## config.mk

```make
export PLATFORM = sky130hd
export DESIGN_NAME = scr1_test_exit_monitor
export DESIGN_NICKNAME = d
export VERILOG_FILES = /design/src/rtl/scr1_test_exit_monitor.sv
export SDC_FILE = /design/constraint.sdc
export NUM_CORES = 1
export LEC_CHECK = 0
export ABC_AREA = 1
export CORE_UTILIZATION = 40
export CTS_BUF_LIST = sky130_fd_sc_hd__clkbuf_2 sky130_fd_sc_hd__clkbuf_4 sky130_fd_sc_hd__clkbuf_8
export CTS_CLUSTER_SIZE = 12
export DETAILED_ROUTE_END_ITERATION = 8
export GPL_TIMING_DRIVEN = 0
export PLACE_DENSITY_LB_ADDON = 0.05
export SLEW_MARGIN = 10
export SYNTH_ARGS = -nofsm -noshare
export SYNTH_HDL_FRONTEND = slang
export SYNTH_SLANG_ARGS = --single-unit
```

## constraint.sdc

```tcl
create_clock -name clk -period 7.57 [get_ports clk]
set_clock_uncertainty 0.2 [all_clocks]
set_input_delay 1.514 -clock clk [delete_from_list [all_inputs] [get_ports clk]]
set_output_delay 1.514 -clock clk [all_outputs]
set_load 0.02 [all_outputs]
```

## src/rtl/scr1_test_exit_monitor.sv

```systemverilog
// scr1_test_exit_monitor: sequences one test run (core reset, run, exit/timeout verdict) and keeps saturating pass/total stats.
module scr1_test_exit_monitor #(
  parameter int NUM_HARTS = 1,
  parameter int XLEN = 32,
  parameter logic [XLEN-1:0] EXIT_ADDR = 'h0000_00F8,
  parameter int RST_CYCLES = 4,
  parameter int TMO_W = 24,
  parameter int CNT_W = 16
) (
  input  logic                      clk,
  input  logic                      rst,
  input  logic                      start,
  input  logic                      clr_stats,
  input  logic [TMO_W-1:0]          tmo_limit,
  input  logic [NUM_HARTS-1:0]      pc_vld,
  input  logic [NUM_HARTS*XLEN-1:0] pc,
  input  logic [NUM_HARTS*XLEN-1:0] a0,
  output logic                      core_rst,
  output logic                      busy,
  output logic                      done,
  output logic                      pass,
  output logic                      timeout,
  output logic [NUM_HARTS-1:0]      hart_done,
  output logic [NUM_HARTS-1:0]      hart_pass,
  output logic [CNT_W-1:0]          tests_total,
  output logic [CNT_W-1:0]          tests_passed
);
  typedef enum logic [1:0] {IDLE, RESET, RUN, DONE} state_t;
  localparam int RW = RST_CYCLES > 1 ? $clog2(RST_CYCLES) : 1;
  localparam logic [RW-1:0] RST_LAST = RW'(RST_CYCLES - 1);
  state_t state;
  logic [RW-1:0] rst_cnt;
  logic [TMO_W-1:0] tmo_cnt;
  logic [NUM_HARTS-1:0] exit_v, a0_zero, hd_nxt, hp_nxt;
  logic complete, tmo_hit, fin, pass_nxt;
  for (genvar g = 0; g < NUM_HARTS; g++) begin : g_hart
    assign exit_v[g] = state == RUN && pc_vld[g] && pc[g*XLEN +: XLEN] == EXIT_ADDR && !hart_done[g];
    assign a0_zero[g] = a0[g*XLEN +: XLEN] == '0;
  end
  assign hd_nxt = hart_done | exit_v;
  assign hp_nxt = hart_pass | (exit_v & a0_zero);
  assign complete = &hd_nxt;
  assign tmo_hit = tmo_limit != '0 && tmo_cnt == tmo_limit - TMO_W'(1);
  assign fin = state == RUN && (complete || tmo_hit);
  // exit completion beats a coincident timeout, so the verdict only needs complete
  assign pass_nxt = complete && &hp_nxt;
  assign core_rst = state == RESET;
  assign busy = state != IDLE;
  assign done = state == DONE;
  always_ff @(posedge clk) begin
    if (rst) begin
      state <= IDLE;
      rst_cnt <= '0;
      tmo_cnt <= '0;
      hart_done <= '0;
      hart_pass <= '0;
      pass <= 1'b0;
      timeout <= 1'b0;
      tests_total <= '0;
      tests_passed <= '0;
    end else begin
      case (state)
        IDLE: if (start) begin
          state <= RESET;
          rst_cnt <= '0;
          tmo_cnt <= '0;
          hart_done <= '0;
          hart_pass <= '0;
          pass <= 1'b0;
          timeout <= 1'b0;
        end
        RESET: begin
          rst_cnt <= rst_cnt + 1'b1;
          if (rst_cnt == RST_LAST) state <= RUN;
        end
        RUN: begin
          tmo_cnt <= tmo_cnt + 1'b1;
          hart_done <= hd_nxt;
          hart_pass <= hp_nxt;
          if (fin) begin
            state <= DONE;
            pass <= pass_nxt;
            timeout <= !complete;
          end
        end
        default: state <= IDLE;
      endcase
      if (clr_stats) begin
        tests_total <= '0;
        tests_passed <= '0;
      end else if (fin) begin
        tests_total <= tests_total + CNT_W'(tests_total != '1);
        tests_passed <= tests_passed + CNT_W'(pass_nxt && tests_passed != '1);
      end
    end
  end
endmodule

```

Yosys cells after proc, flatten, opt, wreduce, memory -nomap -nowiden:

Cells that the tools add are included.

* bitwise logic cells: 3
* equal/unequal tests: 11
* mux-type cells: 15
* reduce and logical (&&, ||, !) cells: 21
* add/subtract/negate cells: 5

Operators with widths (count)
* one-hot mux 24 bit (2 select lines): 1
* adder 16 x 1 -> 16 bit: 2
* equality test 32 x 8 -> 1 bit (second input constant): 1
* zero test 32 bit: 1
* inequality test 16 bit (second input constant): 2
* adder 24 x 1 -> 24 bit (second input constant): 1
* equality test 24 bit: 1
* two-way mux 24 bit: 1
* nonzero test 24 bit: 1
* subtractor 24 x 1 -> 24 bit (second input constant): 1
* two-way mux 2 bit: 4
* one-hot mux 1 bit (2 select lines): 4
* logical AND 1 bit: 7
* equality test 2 bit (second input constant): 3
* one-hot mux 2 bit (3 select lines): 1
* AND reduction 3 bit: 2
* nonzero test 2 bit: 3
* inequality test 2 bit (second input constant): 2
* one-hot mux 2 bit (2 select lines): 1
* AND reduction 2 bit: 2
* two-way mux 1 bit: 3
* adder 2 x 1 -> 2 bit (second input constant): 1
* equality test 2 x 1 -> 1 bit (second input constant): 1
* zero test 1 bit: 2
* 6 further kinds: 7

* bits of input ports: 93
* register bits: 64
* word-level logic and storage cells: 64

Depth between registers and ports, before layout:

Gate-level depths: netlist (run 1).

* word-level depth: 9
* gate-level depth with buffers: 20
* gate-level depth less buffers: 20

Worst setup path before layout (run 1):

No wires, ideal clock.

* path type: input-to-reg
* start: input port pc[1]
* end: register tests_passed[11]
* required time: 7298 ps
* stages: 16
* arrival: 3506 ps
* slack: 3792 ps
* cell sequence: nor2_1 nand3b_1 nor4_1 nand4_1 o21bai_1 nand2_1 nor2_1 ha_1 nand3_1 nor2_1 nand3_1 nor2_1 nand3_1 xnor2_1 nand3_1 a21oi_1

* longest elaborated chain between the ends: 8
* elaborated cells on any way between the ends: 11
* classes of those cells: add/sub (1); eq/ne (1); bitwise (3); reduce/logical (6)

Ends and longest elaborated chain
* start, declared: line 16 `input logic [NUM_HARTS*XLEN-1:0] pc,`
* equality test 32 x 8 -> 1 bit (*): line 37 `assign exit_v[g] = state == RUN && pc_vld[g] && pc[g*XLEN +: XLEN] == EXIT_ADDR && !hart_done[g];`
* logical AND 1 bit (*) (2 in a row): line 37
* bitwise AND 1 bit: line 41 `assign hp_nxt = hart_pass | (exit_v & a0_zero);`
* OR 1 bit: line 41
* logical AND 1 bit: line 46 `assign pass_nxt = complete && &hp_nxt;`
* logical AND 1 bit: line 93 `tests_passed <= tests_passed + CNT_W'(pass_nxt && tests_passed != '1);`
* adder 16 x 1 -> 16 bit: line 93
* end signal, assigned: line 93
* end, declared: line 26 `output logic [CNT_W-1:0] tests_passed`

Every way passes the cells marked *; elsewhere a longest branch is shown, timed or not.
A chain may end at the register's enable or synchronous reset.

Worst setup path in the final report (run 1):

* start: input port a0[15]
* end: register tests_passed[15]

* longest elaborated chain between the ends: 6

Ends and longest elaborated chain
* start, declared: line 17 `input logic [NUM_HARTS*XLEN-1:0] a0,`
* zero test 32 bit: line 38 `assign a0_zero[g] = a0[g*XLEN +: XLEN] == '0;`
* bitwise AND 1 bit: line 41
* OR 1 bit: line 41
* logical AND 1 bit: line 46
* logical AND 1 bit: line 93
* adder 16 x 1 -> 16 bit: line 93

No other way between the ends.

==> qor.yml, run 1 <==
finish:
  final_layout_size_suffix_gt1_share_pct: 6.60
  final_core_util_pct: 55.9
  area_delta_synth_final_pct: 36.8
  nets: 978
  antenna-diode-count: 0
synth:
  synth_cell_types: 38
  yosysMostFrequentCell: "nand2_1"
  synthCells: 733
  count_of_flip_flops_with_a_built_in_enable_after_synthesis: 0
  synth-seq-area-share_pct: 27.6
  synth_async_sr_flop_share_pct: 0
  synth_area_leader_cell: "dfxtp_1"
  synth_net_count: 837
  synth.cells.most_frequent: "178 x nand2_1, 100 x nor2_1, 77 x inv_1"
  yosys_most_used_dff: "dfxtp_1"
  postSynthRegisterBits: 64
  synth_top_cells_by_area: "dfxtp_1 28%, nand2_1 14%, nor2_1 8.1%"
  post_syn_area_mm2: 0.00465
  synth_top_area_share_pct: 27.6
  synth_area_per_cell_um2: 6.34
  yosysWarningCount: 0
global_route:
  grt_antenna_before_repair: 0
  grt_first_pass_wirelength_um: 21800
  grt_use_total_pct: 22.9
  overflow: 0
  grt_max_degree: 13
  via_count_of_the_first_global_routing_pass: 4840
placement:
  placement.io_buffers: 130
  gp_routability_congestion: 0.851
  hpwlAfterDp_um: 10700
  preCtsSetupSlack_ns: 2.80
drt:
  detail_route.vias_per_cell: 4.97
  detailroute.via_count: 5079
  drt-wirelength-per-cell_um: 12.9
  ant_nets: 0
  detail_route.drc_violations: 0
  wirelength_um: 13200
  drt_iter0_markers: 254
  drtPass1Iterations: 7
timing:
  worst-slew-pin-transition_ns: 0.627
  totalNegativeSetupSlack_ns: 0
  timing.final.setup_violations: 0
  maxSlewHeadroom_pct: 58.2
  hold_violations: 0
  clock.fmax_ghz: 0.229
  rsz0062_at_grt: "no"
  slew_violations: 0
  finalCritPeriodShare_pct: 57.7
  fin_crit_ns: 4.37
  worst_slack_ns: 3.20
clock_tree:
  cts_max_path_buffers: 2
  clockRootBuffer: "clkbuf_8"
  cts_post_setup_buffers_inserted: 0
  tritoncts: "done"
  clk_pin_slew_worst_paths_ns: 0.07
  clock_tree.htree_level_count: 3
  post_cts_resize_count: 0
  cts_num_sinks: 64
  cts_made_buffers: 9
  hold_buffers: 0
  clock_latency_ns: 0.35
min_path:
  hold_depth: 2
  min-delay-path-class: "reg2reg"
  worst_min_delay_path_endpoint: "timeout"
  hp-start: "timeout"
critical_path:
  path_cells: "clkdlybuf4s50_1 > nor4_1 > nand3_1 > nor3_1 > nand2_1 > nand2_1 > nand2_1 > nor2_1 > ha_1 > nand3_1 > nor2_1 > nand3_1 > nor4_1 > xor2_1 > nand3_1 > a21oi_1"
  r2r_start: "state[0]"
  reg2reg_slack_ns: 4.12
  crit_path_start_kind: "primary input"
  worst_path_most_repeated_cell: "nand3_1"
  crit_path_max_fanout: 3
  worst_path_dominant_cell_family: "simple AND/OR/NAND/NOR gates"
  worst-path-buf-inv: 1
  worst-setup-path-type: "in2reg"
  timing.critical_path.required_ns: 7.65
  arrival_ns: 4.45
  cp_peak_stage_delay_ns: 0.40
  worst_case_reg_to_reg_path_depth: 17
  critical-path-slowest-cell: "clkdlybuf4s50_1"
  worst_r2r_endpoint: "tests_passed[15]"
  setup.worst_path.end_class: "flop"
pwr:
  power_density_mw_per_mm2: 150
  ir_drop_uv: 94.7
  static-leakage-power_uw: 0.00243
floorplanning:
  core_area_mm2: 0.0114
  start_util_pct: 40.9
  io_pins: 132
  design.die.area_mm2: 0.0121
  dieWidth_um: 110
  row_count: 39
  floorplan.die.height_um: 110
status:
  status: "complete, no violations"
flow_run:
  maxCapViolations: 0
placed cells by master, fill, tap and decap left out, drive strengths merged:
master,n
a211oi,1
a21oi,52
a2bb2oi,2
a31oi,2
and2,1
and3,2
buf,10
bufinv,2
clkbuf,16
clkdlybuf4s50,130
clkinv,3
clkinvlp,3
dfxtp,64
ha,11
inv,78
nand2,184
nand3,71
nand3b,6
nand4,15
nor2,116
nor3,21
nor4,16
o211a,1
o21a,2
o21ai,20
o21ba,1
o21bai,3
o221a,1
or2,1
xnor2,18
xor2,26
cells by family (layout without fill, tap and decap cells):
| family | after synthesis | count (layout) | share of synthesized area (%) |
|---|---|---|---|
| compound gates | 85 | 85 | 10.0 |
| flops | 64 | 64 | 27.6 |
| xor+xnor | 44 | 44 | 8.29 |
| buf+inv | 96 | 242 | 8.67 |
| simple gates | 433 | 433 | 42.5 |
| fa+ha+maj | 11 | 11 | 2.96 |
worst min-delay path, stage by stage, from the launching register on:
cell and delay [ns]:
dfxtp_1 0.31, inv_1 0.05, a21oi_1 0.05
cell type report:
cell class | count | area (um^2)
clock buffer | 10 | 138
sequential | 64 | 1280
tap | 143 | 179
inverter | 80 | 300
clock inverter | 6 | 91.3
timing repair buffer | 130 | 1300
buffer | 16 | 103
fill | 1139 | 5010
multi-input combinational | 573 | 2960
metrics by stage:
step	cell area, um^2	std cells	hold WS [ns]	total power, uW
floorplan	4650	733	0.229	512
finish	6360	1022	0.250	956
global placement	6130	1006	0.241	619
CTS	6360	1022	0.253	965
global route	6360	1022	0.272	1010
detailed placement	6130	1006	0.242	625
worst max-delay path by stage:
| stage | cells past startpoint | to | slack [ns] | from |
|---|---|---|---|---|
| after floorplan | 16 | tests_passed[11] | 3.79 | pc[1] |
| after global placement | 16 | tests_passed[15] | 2.88 | a0[12] |
| after detailed placement | 17 | tests_passed[11] | 2.80 | a0[15] |
| after CTS | 17 | tests_passed[11] | 3.19 | a0[15] |
| after global routing | 16 | tests_passed[15] | 2.79 | a0[15] |
| final | 16 | tests_passed[15] | 3.20 | a0[15] |
metal layers:
layer	vias up	GRT usage (%)	routed length [um]
met5	-	0	0
met4	0	8.48	282
met3	24	4.09	505
met2	114	40.4	6450
met1	2272	27.7	5920
li1	2669	-	-
flip-flops by register name, indices dropped and copies added (netlist names):
name,cells
tests_passed,16
timeout,1
hart_pass,1
tests_total,16
hart_done,1
pass,1
rst_cnt,2
state,2
tmo_cnt,24
power breakdown:
part           switching [uW]  internal [uW]
Combinational             148            110
Sequential               9.54            347
Clock                     145            195
Note: power is estimated with default switching activity, not from simulation.
==> run 2: changes to the inputs <==
Clock period 7.57 ns to 4.1 ns, I/O delays scaled along.
==> results of run 2 <==
Same layout as run 1 (identical final DEF). Status: complete, no violations.
Among the figures that moved: setup slack after placement 2.80 ns -> 0.0194 ns; setup slack after layout 3.20 ns -> 0.423 ns; register-to-register setup slack 4.12 ns -> 0.65 ns; total power 956 uW -> 1760 uW; worst IR drop on VDD 94.7 uV -> 175 uV
==> run 3: changes to the inputs <==
Settings changed: HOLD_SLACK_MARGIN set to 0.12.
==> results of run 3 <==
Same layout as run 1 (identical final DEF). Status: complete, no violations.
Among the figures that moved: setup slack after placement 2.80 ns -> 0.0194 ns; setup slack after layout 3.20 ns -> 0.423 ns; register-to-register setup slack 4.12 ns -> 0.65 ns; total power 956 uW -> 1760 uW; worst IR drop on VDD 94.7 uV -> 175 uV
